`src/rtl/fir_out_pkg.sv`:
```
// fir_out_pkg: shared sample/frame types and drain FSM states for the FIR output serializer.
package fir_out_pkg;
    localparam int DATA_W = 10;
    localparam int LANES  = 4;
    typedef logic signed [DATA_W-1:0] sample_t;
    typedef sample_t [LANES-1:0] frame_t;
    typedef logic [1:0] lane_t;
    typedef enum logic {IDLE, DRAIN} state_t;
endpackage

```
`src/rtl/frame_fifo.sv`:
```
// frame_fifo: DEPTH-entry FIFO of whole frames with combinational head read.
module frame_fifo
    import fir_out_pkg::*;
#(
    parameter int DEPTH = 4
) (
    input  logic                   clk,
    input  logic                   reset,
    input  logic                   push,
    input  logic                   pop,
    input  frame_t                 din,
    output frame_t                 dout,
    output logic                   full,
    output logic                   empty,
    output logic [$clog2(DEPTH):0] level
);
    localparam int AW = $clog2(DEPTH);
    frame_t mem [DEPTH];
    logic [AW:0] wr_q, wr_d, rd_q, rd_d;
    // Pointers carry one extra wrap bit so full and empty are distinguishable.
    always_comb begin
        wr_d  = wr_q + {{AW{1'b0}}, push};
        rd_d  = rd_q + {{AW{1'b0}}, pop};
        level = wr_q - rd_q;
        full  = (wr_q ^ rd_q) == {1'b1, {AW{1'b0}}};
        empty = wr_q == rd_q;
        dout  = mem[rd_q[AW-1:0]];
    end
    always_ff @(posedge clk) begin
        if (push) mem[wr_q[AW-1:0]] <= din;
    end
    always_ff @(posedge clk or negedge reset) begin
        if (!reset) begin
            wr_q <= '0;
            rd_q <= '0;
        end else begin
            wr_q <= wr_d;
            rd_q <= rd_d;
        end
    end
endmodule

```
`src/rtl/fir_out_serializer.sv`:
```
// fir_out_serializer: buffers four-lane FIR output frames and streams them one sample per cycle.
module fir_out_serializer
    import fir_out_pkg::*;
#(
    parameter int DATA_W = fir_out_pkg::DATA_W,
    parameter int LANES  = fir_out_pkg::LANES,
    parameter int DEPTH  = 4
) (
    input  logic                     clk,
    input  logic                     reset,
    input  logic                     clk_enable,
    input  logic signed [DATA_W-1:0] filter_out0,
    input  logic signed [DATA_W-1:0] filter_out1,
    input  logic signed [DATA_W-1:0] filter_out2,
    input  logic signed [DATA_W-1:0] filter_out3,
    output logic signed [DATA_W-1:0] out_data,
    output logic [1:0]               out_lane,
    output logic                     out_last,
    output logic                     out_valid,
    input  logic                     out_ready,
    output logic [$clog2(DEPTH):0]   level,
    output logic                     overflow
);
    localparam int LW = $clog2(DEPTH) + 1;
    localparam lane_t LAST = lane_t'(LANES - 1);
    frame_t frame, head;
    logic   full, empty, push_ok, pop_last;
    state_t state_q, state_d;
    lane_t  lane_cnt_q, lane_cnt_d;
    logic   overflow_q, overflow_d;
    // A full FIFO still accepts when the head frame retires on the same edge.
    always_comb begin
        frame      = {filter_out3, filter_out2, filter_out1, filter_out0};
        out_valid  = state_q == DRAIN;
        pop_last   = out_valid && out_ready && lane_cnt_q == LAST;
        push_ok    = clk_enable && (!full || pop_last);
        lane_cnt_d = (out_valid && out_ready) ? (pop_last ? '0 : lane_cnt_q + 1'b1) : lane_cnt_q;
        state_d    = (pop_last ? (level == LW'(1) && !push_ok) : (empty && !push_ok)) ? IDLE : DRAIN;
        overflow_d = overflow_q || (clk_enable && !push_ok);
        out_data   = out_valid ? head[lane_cnt_q] : '0;
        out_lane   = lane_cnt_q;
        out_last   = lane_cnt_q == LAST;
        overflow   = overflow_q;
    end
    always_ff @(posedge clk or negedge reset) begin
        if (!reset) begin
            state_q    <= IDLE;
            lane_cnt_q <= '0;
            overflow_q <= 1'b0;
        end else begin
            state_q    <= state_d;
            lane_cnt_q <= lane_cnt_d;
            overflow_q <= overflow_d;
        end
    end
    frame_fifo #(.DEPTH(DEPTH)) u_fifo (
        .clk   (clk),
        .reset (reset),
        .push  (push_ok),
        .pop   (pop_last),
        .din   (frame),
        .dout  (head),
        .full  (full),
        .empty (empty),
        .level (level)
    );
endmodule

```
`config.mk`:
```
export PLATFORM = sky130hd
export DESIGN_NAME = fir_out_serializer
export DESIGN_NICKNAME = d
export VERILOG_FILES = /design/src/rtl/fir_out_pkg.sv /design/src/rtl/frame_fifo.sv /design/src/rtl/fir_out_serializer.sv
export SDC_FILE = /design/constraint.sdc
export NUM_CORES = 1
export LEC_CHECK = 0
export BUFFER_PORTS_ARGS = -buffer_cell sky130_fd_sc_hd__buf_2
export CELL_PAD_IN_SITES_DETAIL_PLACEMENT = 1
export CELL_PAD_IN_SITES_GLOBAL_PLACEMENT = 1
export CORE_UTILIZATION = 46
export CTS_CLUSTER_DIAMETER = 50
export CTS_CLUSTER_SIZE = 10
export DETAILED_ROUTE_END_ITERATION = 10
export GPL_ROUTABILITY_DRIVEN = 0
export PLACE_DENSITY = 0.77
export SLEW_MARGIN = 20
export SYNTH_ARGS = -nofsm -noshare
export SYNTH_HDL_FRONTEND = slang
export SYNTH_SLANG_ARGS = --single-unit
```
`constraint.sdc`:
```
create_clock -name clk -period 4.3 [get_ports clk]
set_input_delay 0.86 -clock clk [delete_from_list [all_inputs] [get_ports clk]]
set_output_delay 0.86 -clock clk [all_outputs]
set_load 0.02 [all_outputs]
```
* Word level (Yosys, flattened, before mapping) *
Memory sizes are Yosys's and may differ from the RTL's.
Index checks and enable logic that the tools add are counted.

storage, ports and cells
  flip-flop bits (word level) = 10
  bits in latches = 0
  bits in writable memories = 160
  bits in read-only memories = 0
  bits of input ports = 44
  logic and storage cells = 34
  memories kept = 1

cells by class
  add/subtract/negate cells = 4
  multiply operators = 0
  divide/modulo/power cells = 0
  $lt $le $gt $ge = 1
  equal/unequal tests = 4
  shift-type cells = 0
  multiplexer cells = 8
  bitwise logic cells = 1
  reductions and logical operators = 10

memory list
  memory      words  bits a word  rd ports  clocked after Yosys merged registers in  write ports  RTL line          RTL
  u_fifo.mem  4      40           1         0                                        1            frame_fifo.sv:18  frame_t mem [DEPTH];

operators by type and width
  cell                   count
  $bmux W10 S2           1
  $mux W10               2
  $add A3 B1 Y3          2
  $logic_and A1 B1 Y1    6
  $mux W1                4
  $eq A3 B1 Y1 const B   1
  $eq A3 B3 Y1           1
  $eq A3 B3 Y1 const B   1
  $lt A2 B3 Y1 const B   1
  $sub A3 B3 Y3          1
  $xor A3 B3 Y3          1
  $add A2 B1 Y2 const B  1
  $eq A2 B2 Y1 const B   1
  $logic_not A1 Y1       2
  $logic_or A1 B1 Y1     2
  $mux W2                1

* Logic depth before layout (Yosys ltp) *
  word-level depth = 9
  depth in mapped cells = 8
  depth with buffers taken out = 8

* By module *
A second synthesis with hierarchy kept.

second synthesis, totals
  cell total of the unflattened synthesis = 292
  area total of the unflattened synthesis = 6676.4 um^2

modules (own cells, without submodules)
  module              times used  cells an instance  area an instance (um^2)
  frame_fifo          1           239                6157.2
  fir_out_serializer  1           53                 519.2

* Least setup slack after synthesis *
OpenSTA, ideal clock, no wires.

  path type = register -> register
  start = register lane_cnt_q[1] (netlist: out_lane[1])
  end = memory u_fifo.mem[0][0] in the netlist's numbering, enable pin
  library setup time = 0.487 ns
  arrival time = 3.993 ns
  required time = 3.813 ns
  path slack = -0.180 ns
  stages on the path, launching flop included = 6
  clock period less this slack = 4.480 ns
  cells stage by stage = dfrtp_1 > ha_1 > nand3_1 > nand4_1 > nand2_1 > nor3_1

on the way
  word-level cells in the longest chain between the ends = 6

RTL lines
  element                        RTL line                  RTL
  from (decl)                    fir_out_serializer.sv:29  lane_t lane_cnt_q, lane_cnt_d;
  from (signal assigned)         fir_out_serializer.sv:52  lane_cnt_q <= lane_cnt_d;
  $eq A2 B2 Y1                   -
  net out_last                   fir_out_serializer.sv:18  output logic out_last,
  $logic_and A1 B1 Y1            fir_out_serializer.sv:35  pop_last = out_valid && out_ready && lane_cnt_q == LAST;
  $logic_or A1 B1 Y1             fir_out_serializer.sv:36  push_ok = clk_enable && (!full || pop_last);
  $logic_and A1 B1 Y1            fir_out_serializer.sv:36
  $mux W1                        frame_fifo.sv:30          if (push) mem[wr_q[AW-1:0]] <= din;
  $mux W1 (not written as such)  frame_fifo.sv:30
  to (decl)                      frame_fifo.sv:18

The timed path passes the listed nets, and every way through them passes these cells.

* Worst setup path after layout *
  start = register u_fifo.rd_q[0]
  end = output out_data[4]

on the way
  word-level cells in the longest chain between the ends = 4

RTL lines
  element                         RTL line                  RTL
  from (decl)                     frame_fifo.sv:19          logic [AW:0] wr_q, wr_d, rd_q, rd_d;
  from (signal assigned)          frame_fifo.sv:38          rd_q <= rd_d;
  $mem_v2 Z4 W40                  -
  $bmux W10 S2                    fir_out_serializer.sv:40  out_data = out_valid ? head[lane_cnt_q] : '0;
  $mux W10 (not written as such)  fir_out_serializer.sv:40
  $mux W10                        fir_out_serializer.sv:40
  to (decl)                       fir_out_serializer.sv:16  output logic signed [DATA_W-1:0] out_data,

No other way between the ends. The select of a mux whose other input is x is not followed.

==> impl_metrics.py <==
metrics = {
    "outcome": {
        "status": "complete, no violations",
    },
    "logic_synthesis": {
        "synth_top_area_cell": "edfxtp_1",
        "synth_top_flop_cell": "edfxtp_1",
        "synth-edff-count": 160,
        "syn-mean-instance-area_um2": 18.2,
        "postSynthNetCount": 423,
        "synthesis.instances": 371,
        "synth_top_cells_by_count": "edfxtp_1, mux2i_1, a22oi_1",
        "synth_top_cell_area_share_pct": 71.1,
        "ys_ff_latch": 170,
        "synth.lib_cells_used.distinct": 33,
        "seq_area_frac_synth_pct": 74.8,
        "async_reset_ff_share_pct": 5.88,
        "synth-warning-count": 0,
        "synthesis.area_mm2": 0.00676,
        "synth_area_leaders": "edfxtp_1, mux2i_1, dfrtp_1, a22oi_1, mux4_2",
        "dominant_cell_by_count_in_the_synthesized_netlist": "edfxtp_1",
    },
    "detailed_routing": {
        "postRouteAntennaNets": 0,
        "detailroute.via_count": 3575,
        "post_drt_wl_per_cell_um": 23.0,
        "drt_drc_violations_left": 0,
        "drt_pre_antenna_iters": 4,
        "via_per_inst": 5.61,
        "wirelength_mm": 14.7,
        "drt_first_iter_violations": 235,
    },
    "clocking": {
        "post_cts_resized": 0,
        "numCtsBuffers": 17,
        "cts.hold.buffers_added": 0,
        "insertion_delay_to_the_later_sink_of_the_worst_skew_pair_ns": 0.43,
        "clkSlewWorstSetupHoldPaths_ns": 0.06,
        "clock-root-buffer": "clkbuf_16",
        "post_cts_repair_timing_setup_buffer_count": 0,
        "cts.path.max_buffers": 2,
        "cts_tree": "built",
        "cts.sink_count": 170,
        "h-tree-depth": 4,
    },
    "power_and_ir_drop": {
        "clock_network_fraction_of_total_power_pct": 23.2,
        "cellLeakagePower_nw": 2.89,
        "cell_internal_pwr_mw": 3.80,
        "total_power_mw": 5.91,
        "p_seq_share_pct": 42.1,
        "net-switching-power_mw": 2.11,
        "combPwrFrac_pct": 34.6,
        "p_per_area_mw_per_mm2": 759,
        "vdd.ir_drop.worst_uv": 500,
        "switching_share_pct": 35.8,
    },
    "timing": {
        "achievable_frequency_ghz": 0.287,
        "post-route-period-util_pct": 81.0,
        "timing_hold_violations_final": 0,
        "timing_worst_slew_pin_value_ns": 0.765,
        "fin_ws_ns": 0.816,
        "rsz0062_at_grt": "false",
        "finalCriticalPeriod_ns": 3.48,
        "finalMaxSlewViolations": 0,
        "fin_skew_ns": 0.0166,
        "setup-violations-final": 0,
        "max_slew_headroom_pct": 48.7,
        "final.setup.tns_ns": 0,
        "fin_worst_hold_slack_ns": 0.284,
    },
    "flow_run": {
        "max_cap_violations": 0,
    },
    "worst_setup_path": {
        "critPathCaptureType": "output port",
        "critPathKind": "register to output port",
        "timing.reg2reg.worst_path_depth": 7,
        "critical_path.reg2reg.startpoint": "u_fifo.rd_q[0]$_DFF_PN0_",
        "worst-endpoint-arrival_ns": 2.62,
        "kind_of_launch_point_of_the_worst_setup_path": "register",
        "critPathMaxFanout": 42,
        "worstPathRequired_ns": 3.44,
        "slowest_delay_ns": 0.84,
        "worst_r2r_endpoint": "u_fifo.mem[3][3]$_DFFE_PP_",
        "worstPathCellList": "buf_12, mux2i_1, a22oi_1, nand2_1, o22ai_1, buf_2",
        "timing.critical_path.slowest_stage_cell": "dfrtp_4",
        "reg2reg_slack_ns": 1.39,
    },
    "die": {
        "die_w_um": 123,
        "start_util_pct": 48.0,
        "core_area_mm2": 0.0141,
        "fp-row-count": 43,
        "io_pins": 62,
        "die-height_um": 123,
        "die_outline_area_mm2": 0.0152,
    },
    "global_route": {
        "grt_pass1_vias": 3922,
        "overflow_left_after_global_routing": 0,
        "number_of_antenna_violations_at_the_first_check_in_global_routing": 0,
        "first_pass_grt_wire_length_mm": 22.1,
        "grt.total_usage_pct": 21.1,
        "grt_max_degree": 43,
    },
    "layout": {
        "antenna_cells": 0,
        "drive_above_1_share_pct": 24.5,
        "multi_input_area_mm2": 0.00155,
        "nNetsFinal": 496,
        "ff_latch_area_mm2": 0.00506,
        "fillers": 1317,
        "layout-area-overhead-vs-synth_pct": 15.1,
    },
    "place": {
        "port_buffers": 61,
        "post-place-ws_ns": 1.28,
        "hpwlAfterDp_mm": 9.36,
    },
    "hold_path": {
        "hold_path_class": "input pin to async pin",
    },
}
-- worst max-delay path: cells and delay by family (launching register included) --
family	cells	cell delay (ns)
muxes	1	0.17
buffers and inverters	2	0.59
DFF	1	0.84
and+or+nand+nor	1	0.10
AOI/OAI and AO/OA	2	0.44
-- power groups by stage --
stage | logic (mW) | clock network (mW) | registers, mW
floorplan | 1.52 | 0 | 2.42
global placement | 2.01 | 0 | 2.50
detailed placement | 2.06 | 0 | 2.53
CTS | 2.08 | 1.40 | 2.50
global route | 2.20 | 1.46 | 2.53
finish | 2.05 | 1.37 | 2.49
-- logic make-up after synthesis --
| family | count (synthesis) | synth area share (%) |
|---|---|---|
| compound gates | 47 | 5.11 |
| xor+xnor | 4 | 0.518 |
| fa+ha+maj | 8 | 1.59 |
| buf+inv | 24 | 2.76 |
| flops | 170 | 74.8 |
| mux | 75 | 12.4 |
| simple gates | 43 | 2.83 |
-- cell usage in the layout, fill, tap and decap left out, types with 2 or more instances in the layout --
master	instances
edfxtp_1	160
buf_12	2
mux2i_1	66
nand2_1	19
mux4_2	7
nor2b_1	2
nor2_1	7
mux2_2	2
clkinv_2	2
buf_2	61
nor2_4	2
a22oi_1	32
clkbuf_16	17
inv_1	8
xor2_1	4
nor3_2	2
o22ai_1	4
o21ai_1	5
nand3_1	6
dfrtp_1	9
clkbuf_1	8
clkbuf_8	4
ha_1	7
buf_4	7
-- through the flow --
| stage | util [%] | instances | instance area (µm²) |
|---|---|---|---|
| 3_3_place_gp | 51.5 | 605 | 7260 |
| 3_5_place_dp | 51.5 | 605 | 7260 |
| 6_report | 55.2 | 637 | 7780 |
| 5_1_grt | 55.2 | 637 | 7780 |
| 4_1_cts | 55.2 | 637 | 7780 |
| 2_1_floorplan | - | 371 | 6760 |
-- worst max path at each step --
stage | from | endpoint | slack (ns) | depth (start not counted)
2_1_floorplan | out_lane[1]$_DFFE_PN0P_ | u_fifo.mem[0][0]$_DFFE_PP_ | -0.18 | 5
3_3_place_gp | u_fifo.rd_q[0]$_DFF_PN0_ | out_data[7] | 1.24 | 6
3_5_place_dp | u_fifo.rd_q[0]$_DFF_PN0_ | out_data[4] | 1.28 | 6
4_1_cts | u_fifo.rd_q[0]$_DFF_PN0_ | out_data[4] | 0.80 | 6
5_1_grt | u_fifo.rd_q[0]$_DFF_PN0_ | out_data[4] | 0.66 | 6
6_report | u_fifo.rd_q[0]$_DFF_PN0_ | out_data[4] | 0.82 | 6
-- final cells by class --
cell class | count | share of cell area [%]
clock buffer | 29 | 6.56
multi-input combinational | 177 | 19.8
tap | 180 | 2.89
clock inverter | 3 | 0.225
sequential | 170 | 65.0
timing repair buffer | 70 | 5.11
inverter | 8 | 0.386
-- sequential cells by signal, summed over array words and instances (netlist names) --
| register | cells |
|---|---|
| u_fifo.rd_q | 3 |
| overflow | 1 |
| out_valid | 1 |
| out_lane | 2 |
| u_fifo.wr_q | 3 |
| u_fifo.mem | 160 |
-- metal layers --
metal / up-vias / share of wire, % / GRT usage, %
met5: - / 0 / 0
met4: 0 / 1.4 / 8.66
met3: 16 / 4.4 / 5.35
met2: 109 / 51 / 34.6
met1: 1831 / 43 / 26.9
li1: 1619 / - / -
Power figures use the tool's default switching activity.
